--- src/rtl/inst_encoder.sv ---
// inst_encoder
//
// Two-stage RISC-V instruction encoder. Takes decoded fields (format, opcode,
// register indices, funct bits, full-value immediate) and packs them into a
// 32-bit instruction word. The immediate is scattered into the bit positions
// of its format. A range-error flag is raised when the immediate cannot be
// represented exactly. Running counts of emitted and faulty words are kept.
//
// Ports
//   clk, rst                  clock, asynchronous active-high reset
//   in_valid / in_ready       input field-bundle handshake
//   in_type                   format (R/I/S/B/U/J/LI/LJ)
//   in_opcode, in_rd, in_rs1, in_rs2, in_funct3, in_funct7, in_imm
//                             decoded instruction fields
//   out_valid / out_ready     output word handshake
//   out_inst, out_err         packed word and its range-error flag
//   inst_cnt, err_cnt         completed output handshakes (all / with error)

module inst_encoder #(
    parameter int CNT_W = 16
) (
    input  logic             clk,
    input  logic             rst,
    input  logic             in_valid,
    output logic             in_ready,
    input  logic [2:0]       in_type,
    input  logic [6:0]       in_opcode,
    input  logic [4:0]       in_rd,
    input  logic [4:0]       in_rs1,
    input  logic [4:0]       in_rs2,
    input  logic [2:0]       in_funct3,
    input  logic [6:0]       in_funct7,
    input  logic [31:0]      in_imm,
    output logic             out_valid,
    input  logic             out_ready,
    output logic [31:0]      out_inst,
    output logic             out_err,
    output logic [CNT_W-1:0] inst_cnt,
    output logic [CNT_W-1:0] err_cnt
);

    localparam logic [2:0] RTYPE  = 3'b000;
    localparam logic [2:0] ITYPE  = 3'b001;
    localparam logic [2:0] STYPE  = 3'b010;
    localparam logic [2:0] BTYPE  = 3'b011;
    localparam logic [2:0] UTYPE  = 3'b100;
    localparam logic [2:0] JTYPE  = 3'b101;
    localparam logic [2:0] LITYPE = 3'b110;
    localparam logic [2:0] LJTYPE = 3'b111;

    logic        s1_valid_reg;
    logic [31:0] s1_inst_reg;
    logic        s1_err_reg;
    logic        s2_valid_reg;
    logic [31:0] s2_inst_reg;
    logic        s2_err_reg;
    logic [CNT_W-1:0] inst_cnt_reg;
    logic [CNT_W-1:0] err_cnt_reg;

    logic [31:0] pack_word;
    logic        pack_err;
    logic        s2_load;
    logic        accept;
    logic        out_fire;

    // Word packing and range check. The range check requires that every
    // immediate bit above the encoded sign bit is a copy of that sign bit.
    // Branch and jump offsets must also be even. On error the word is still
    // packed from the truncated bits.
    always_comb begin
        pack_word = '0;
        pack_err  = 1'b0;
        case (in_type)
            RTYPE: begin
                pack_word = {in_funct7, in_rs2, in_rs1, in_funct3, in_rd, in_opcode};
            end
            ITYPE, LITYPE, LJTYPE: begin
                pack_word = {in_imm[11:0], in_rs1, in_funct3, in_rd, in_opcode};
                pack_err  = (in_imm[31:11] != {21{in_imm[11]}});
            end
            STYPE: begin
                pack_word = {in_imm[11:5], in_rs2, in_rs1, in_funct3, in_imm[4:0], in_opcode};
                pack_err  = (in_imm[31:11] != {21{in_imm[11]}});
            end
            BTYPE: begin
                pack_word = {in_imm[12], in_imm[10:5], in_rs2, in_rs1, in_funct3,
                             in_imm[4:1], in_imm[11], in_opcode};
                pack_err  = (in_imm[31:12] != {20{in_imm[12]}}) | in_imm[0];
            end
            UTYPE: begin
                pack_word = {in_imm[31:12], in_rd, in_opcode};
                pack_err  = |in_imm[11:0];
            end
            JTYPE: begin
                pack_word = {in_imm[20], in_imm[10:1], in_imm[11], in_imm[19:12],
                             in_rd, in_opcode};
                pack_err  = (in_imm[31:20] != {12{in_imm[20]}}) | in_imm[0];
            end
        endcase
    end

    // S2 can take a new word when it is empty or its word leaves this cycle.
    // in_ready depends only on registered state and out_ready, so there is
    // no combinational path from in_valid.
    assign out_fire = s2_valid_reg & out_ready;
    assign s2_load  = ~s2_valid_reg | out_ready;
    assign in_ready = ~s1_valid_reg | s2_load;
    assign accept   = in_valid & in_ready;

    always_ff @(posedge clk or posedge rst) begin
        if (rst) begin
            s1_valid_reg <= 1'b0;
            s1_inst_reg  <= '0;
            s1_err_reg   <= 1'b0;
            s2_valid_reg <= 1'b0;
            s2_inst_reg  <= '0;
            s2_err_reg   <= 1'b0;
            inst_cnt_reg <= '0;
            err_cnt_reg  <= '0;
        end else begin
            // Accept and advance can happen on the same edge without a bubble.
            if (accept) begin
                s1_valid_reg <= 1'b1;
                s1_inst_reg  <= pack_word;
                s1_err_reg   <= pack_err;
            end else if (s2_load) begin
                s1_valid_reg <= 1'b0;
            end

            if (s2_load) begin
                s2_valid_reg <= s1_valid_reg;
                // Keep the data registers quiet when no word is moving.
                if (s1_valid_reg) begin
                    s2_inst_reg <= s1_inst_reg;
                    s2_err_reg  <= s1_err_reg;
                end
            end

            if (out_fire) begin
                inst_cnt_reg <= inst_cnt_reg + CNT_W'(1);
                if (s2_err_reg) begin
                    err_cnt_reg <= err_cnt_reg + CNT_W'(1);
                end
            end
        end
    end

    assign out_valid = s2_valid_reg;
    assign out_inst  = s2_inst_reg;
    assign out_err   = s2_err_reg;
    assign inst_cnt  = inst_cnt_reg;
    assign err_cnt   = err_cnt_reg;

endmodule

--- config.mk ---
export PLATFORM = sky130hd
export DESIGN_NAME = inst_encoder
export DESIGN_NICKNAME = d
export VERILOG_FILES = /design/src/rtl/inst_encoder.sv
export SDC_FILE = /design/constraint.sdc
export NUM_CORES = 1
export LEC_CHECK = 0
export CAP_MARGIN = 0
export CORE_AREA = 2 2 105 107
export CTS_CLUSTER_SIZE = 10
export DETAILED_ROUTE_END_ITERATION = 10
export DIE_AREA = 0 0 107 109
export DONT_BUFFER_PORTS = 1
export GPL_TIMING_DRIVEN = 0
export PLACE_DENSITY_LB_ADDON = 0.25
export SETUP_SLACK_MARGIN = 0.5
export SLEW_MARGIN = 0
export SYNTH_ARGS = -nofsm -noshare
export SYNTH_HDL_FRONTEND = slang
export SYNTH_SLANG_ARGS = --single-unit
--- constraint.sdc ---
create_clock -name clk -period 2.7 [get_ports clk]
set_input_delay 0.27 -clock clk [delete_from_list [all_inputs] [get_ports clk]]
set_output_delay 0.27 -clock clk [all_outputs]
set_load 0.02 [all_outputs]
==> flow_summary.yaml <==
die:
  io_pins: 138
  die_w_microns: 107
  start_util: 0.436
  dieArea_sq_um: 11700
  num_rows: 38
  die_y_microns: 109
  coreArea_sq_um: 10600
pwr:
  internal_power_mw: 2.53
  power.density_nw_per_um2: 760
  power.share.clock: 0.259
  leakage_nw: 2.25
  ir_drop_uv: 351
  pwr-share-seq: 0.601
  power_frac_comb: 0.141
  netSwitchingFraction: 0.344
  total_power_mw: 3.86
  p_switching_mw: 1.33
yosys:
  synth_compound_area_frac: 0.0730
  muxShareOfSynthArea: 0.157
  ys_warn_count: 0
  synth.distinct_cells: 38
  synthAdderAreaFrac: 0.00541
  synth_area_sq_um: 4630
  syn-instance-count: 412
  ys_ff_latch: 100
  synth_simple_gate_area_frac: 0.142
  seq_area_frac_synth: 0.541
  synth_xor_xnor_area_share: 0.0568
  synth_top_family_by_area: "multiplexers"
  syn_nets: 485
  avgSynthCellArea_sq_um: 11.2
cts:
  clock_latency_ps: 360
  clockRootBuffer: "clkbuf_8"
  post-cts-setup-buffer-count: 0
  cts_sinks: 100
  numCtsBuffers: 9
  clkTransAtPathRegs_ps: 100
  tritoncts: "yes"
  cts_max_level: 3
  cts_buffer_depth: 2
global_routing:
  gr-total-overflow: 0
  grt_max_degree: 40
  grt_first_pass_wirelength_microns: 16900
  grt_pass1_vias: 3331
  antenna_found_initial: 0
  track_usage: 0.189
place:
  gp_congestion: 0.856
  numPortBuffers: 0
  detailed_place_hpwl_microns: 8030
timing:
  setup_viol: 0
  rsz0062_at_grt: "false"
  setup_tns_ps: 0
  fmax_mhz: 510
  worst_pin_slew_ps: 686
  post-route-min-period_ps: 1960
  relSlewSlack: 0.542
  finalCritPeriodShare: 0.726
  slew_viol_final: 0
  clock_skew_ps: 9.89
  hold_violations: 0
detailed_routing:
  ant_nets: 0
  drtIter0Drc: 133
  routed_wl_microns: 10600
  dr.pass1.iters: 4
  avgViaCountPerCell: 5.53
  vias: 3161
  wl_per_cell_microns: 18.6
  drc: 0
worst_setup_path:
  worstPathRequired_ps: 2980
  endpoint_kind: "flop"
  crit_fanout: 10
  worst_setup_path_start_kind: "flop"
  setup.worst_path.class: "reg -> reg"
  critPathArrivalTime_ps: 2240
finish:
  syn_to_final_growth_pct: 9.71
  drive_gt1_frac: 0.188
  antenna_cells: 0
  multiInputGateArea_sq_um: 2010
  register_area_sq_um: 2500
  fillCellCount: 983
  final_nets: 500
hold_path:
  hold_path.class: "in -> reg"
status:
  status: "finished, final reports clean"
run:
  maxCapViolCount: 0
synth_stat cells, drive strengths merged:
cell	instances	area share
dfrtp	100	0.54
nand2	50	0.041
mux2	43	0.10
o21ai	32	0.035
mux2i	24	0.052
nor2	21	0.017
xnor2	19	0.036
nand4	14	0.022
a21oi	11	0.012
buf	11	0.013
xor2	11	0.021
nand3	10	0.011
a22o	8	0.015
clkbuf	8	0.0065
inv	7	0.0057
nor4	7	0.012
nand2b	5	0.0068
nor3	5	0.0054
or3	4	0.0065
and3	3	0.0041
or4	3	0.0057
a31oi	2	0.0027
ha	2	0.0054
nor2b	2	0.0027
or2	2	0.0027
a211oi	1	0.0016
a21o	1	0.0016
and4	1	0.0019
nand3b	1	0.0016
o2111ai	1	0.0019
o21a	1	0.0016
o311ai	1	0.0019
or2b	1	0.0016
power by group through the flow:
stage / logic [mW] / registers (mW) / clock network [mW]
after floorplan: 0.455 / 2.26 / 0
after global placement: 0.522 / 2.35 / 0
after detailed placement: 0.547 / 2.36 / 0
after CTS: 0.553 / 2.33 / 1.03
after global routing: 0.617 / 2.37 / 1.09
final: 0.543 / 2.32 / 0.998
timing repair:
item	CTS	global route
gates resized for setup	0	1
hold buffers	2	0
endpoints found under the hold margin	28	0
setup endpoints to repair	0	13
final timing paths:
check,start,end,slack [ps],depth (start not counted)
max,out_valid,s1_inst_reg[12],740,6
min,in_opcode[5],s1_inst_reg[5],50,1
max reg2reg,out_valid,s1_inst_reg[12],740,6
min reg2reg,s1_inst_reg[7],s1_inst_reg[7],490,2
max in group asynchronous,rst,out_inst[18],1610,3
min in group asynchronous,rst,err_cnt[14],480,2
cell usage in the layout, fill, tap and decap left out, types with 5 or more instances in the layout:
cell      count
a21oi_1      11
a22o_1        8
buf_2        10
clkbuf_1      8
clkbuf_8     10
dfrtp_1      99
inv_1         6
mux2_2       43
mux2i_1      24
nand2_1      50
nand2b_1      5
nand3_1      10
nand4_1      13
nor2_1       21
nor3_1        5
nor4_1        5
o21ai_0      32
xnor2_1      19
xor2_1       11
logic make-up after synthesis:
| logic type | Yosys count |
|---|---|
| fa+ha+maj | 2 |
| flops | 100 |
| buf+inv | 26 |
| xor+xnor | 30 |
| simple gates | 129 |
| mux | 67 |
| compound gates | 58 |
through the flow:
stage / utilization / instances / cell area (sq um) / hold WS (ps) / setup WS, ps
after floorplan: - / 412 / 4630 / 378 / 1040
after global placement: 0.453 / 552 / 4800 / 381 / 632
after detailed placement: 0.457 / 554 / 4840 / 281 / 577
after CTS: 0.479 / 572 / 5070 / 35.6 / 536
after global routing: 0.479 / 572 / 5070 / 25.9 / 546
final: 0.479 / 572 / 5070 / 51.6 / 741
per-layer routing:
layer  track usage  wire [microns]
met5             0               0
met4        0.0659             221
met3        0.0711            1050
met2         0.308            5030
met1         0.231            4310
worst max-delay path, cell delays in order (launching register included):
cell and delay, ps:
dfrtp_2 490, nand3b_1 300, nand2_1 320, buf_2 340, buf_2 280, nand2_1 80, o21ai_0 70
area by class of cell:
class	instances	share of cell area
timing repair buffer	4	0.0118
multi-input combinational	286	0.395
sequential	100	0.493
clock inverter	6	0.0141
inverter	7	0.00592
clock buffer	10	0.0271
tap	140	0.0345
buffer	19	0.0180
(Power assumes the default switching activity.)
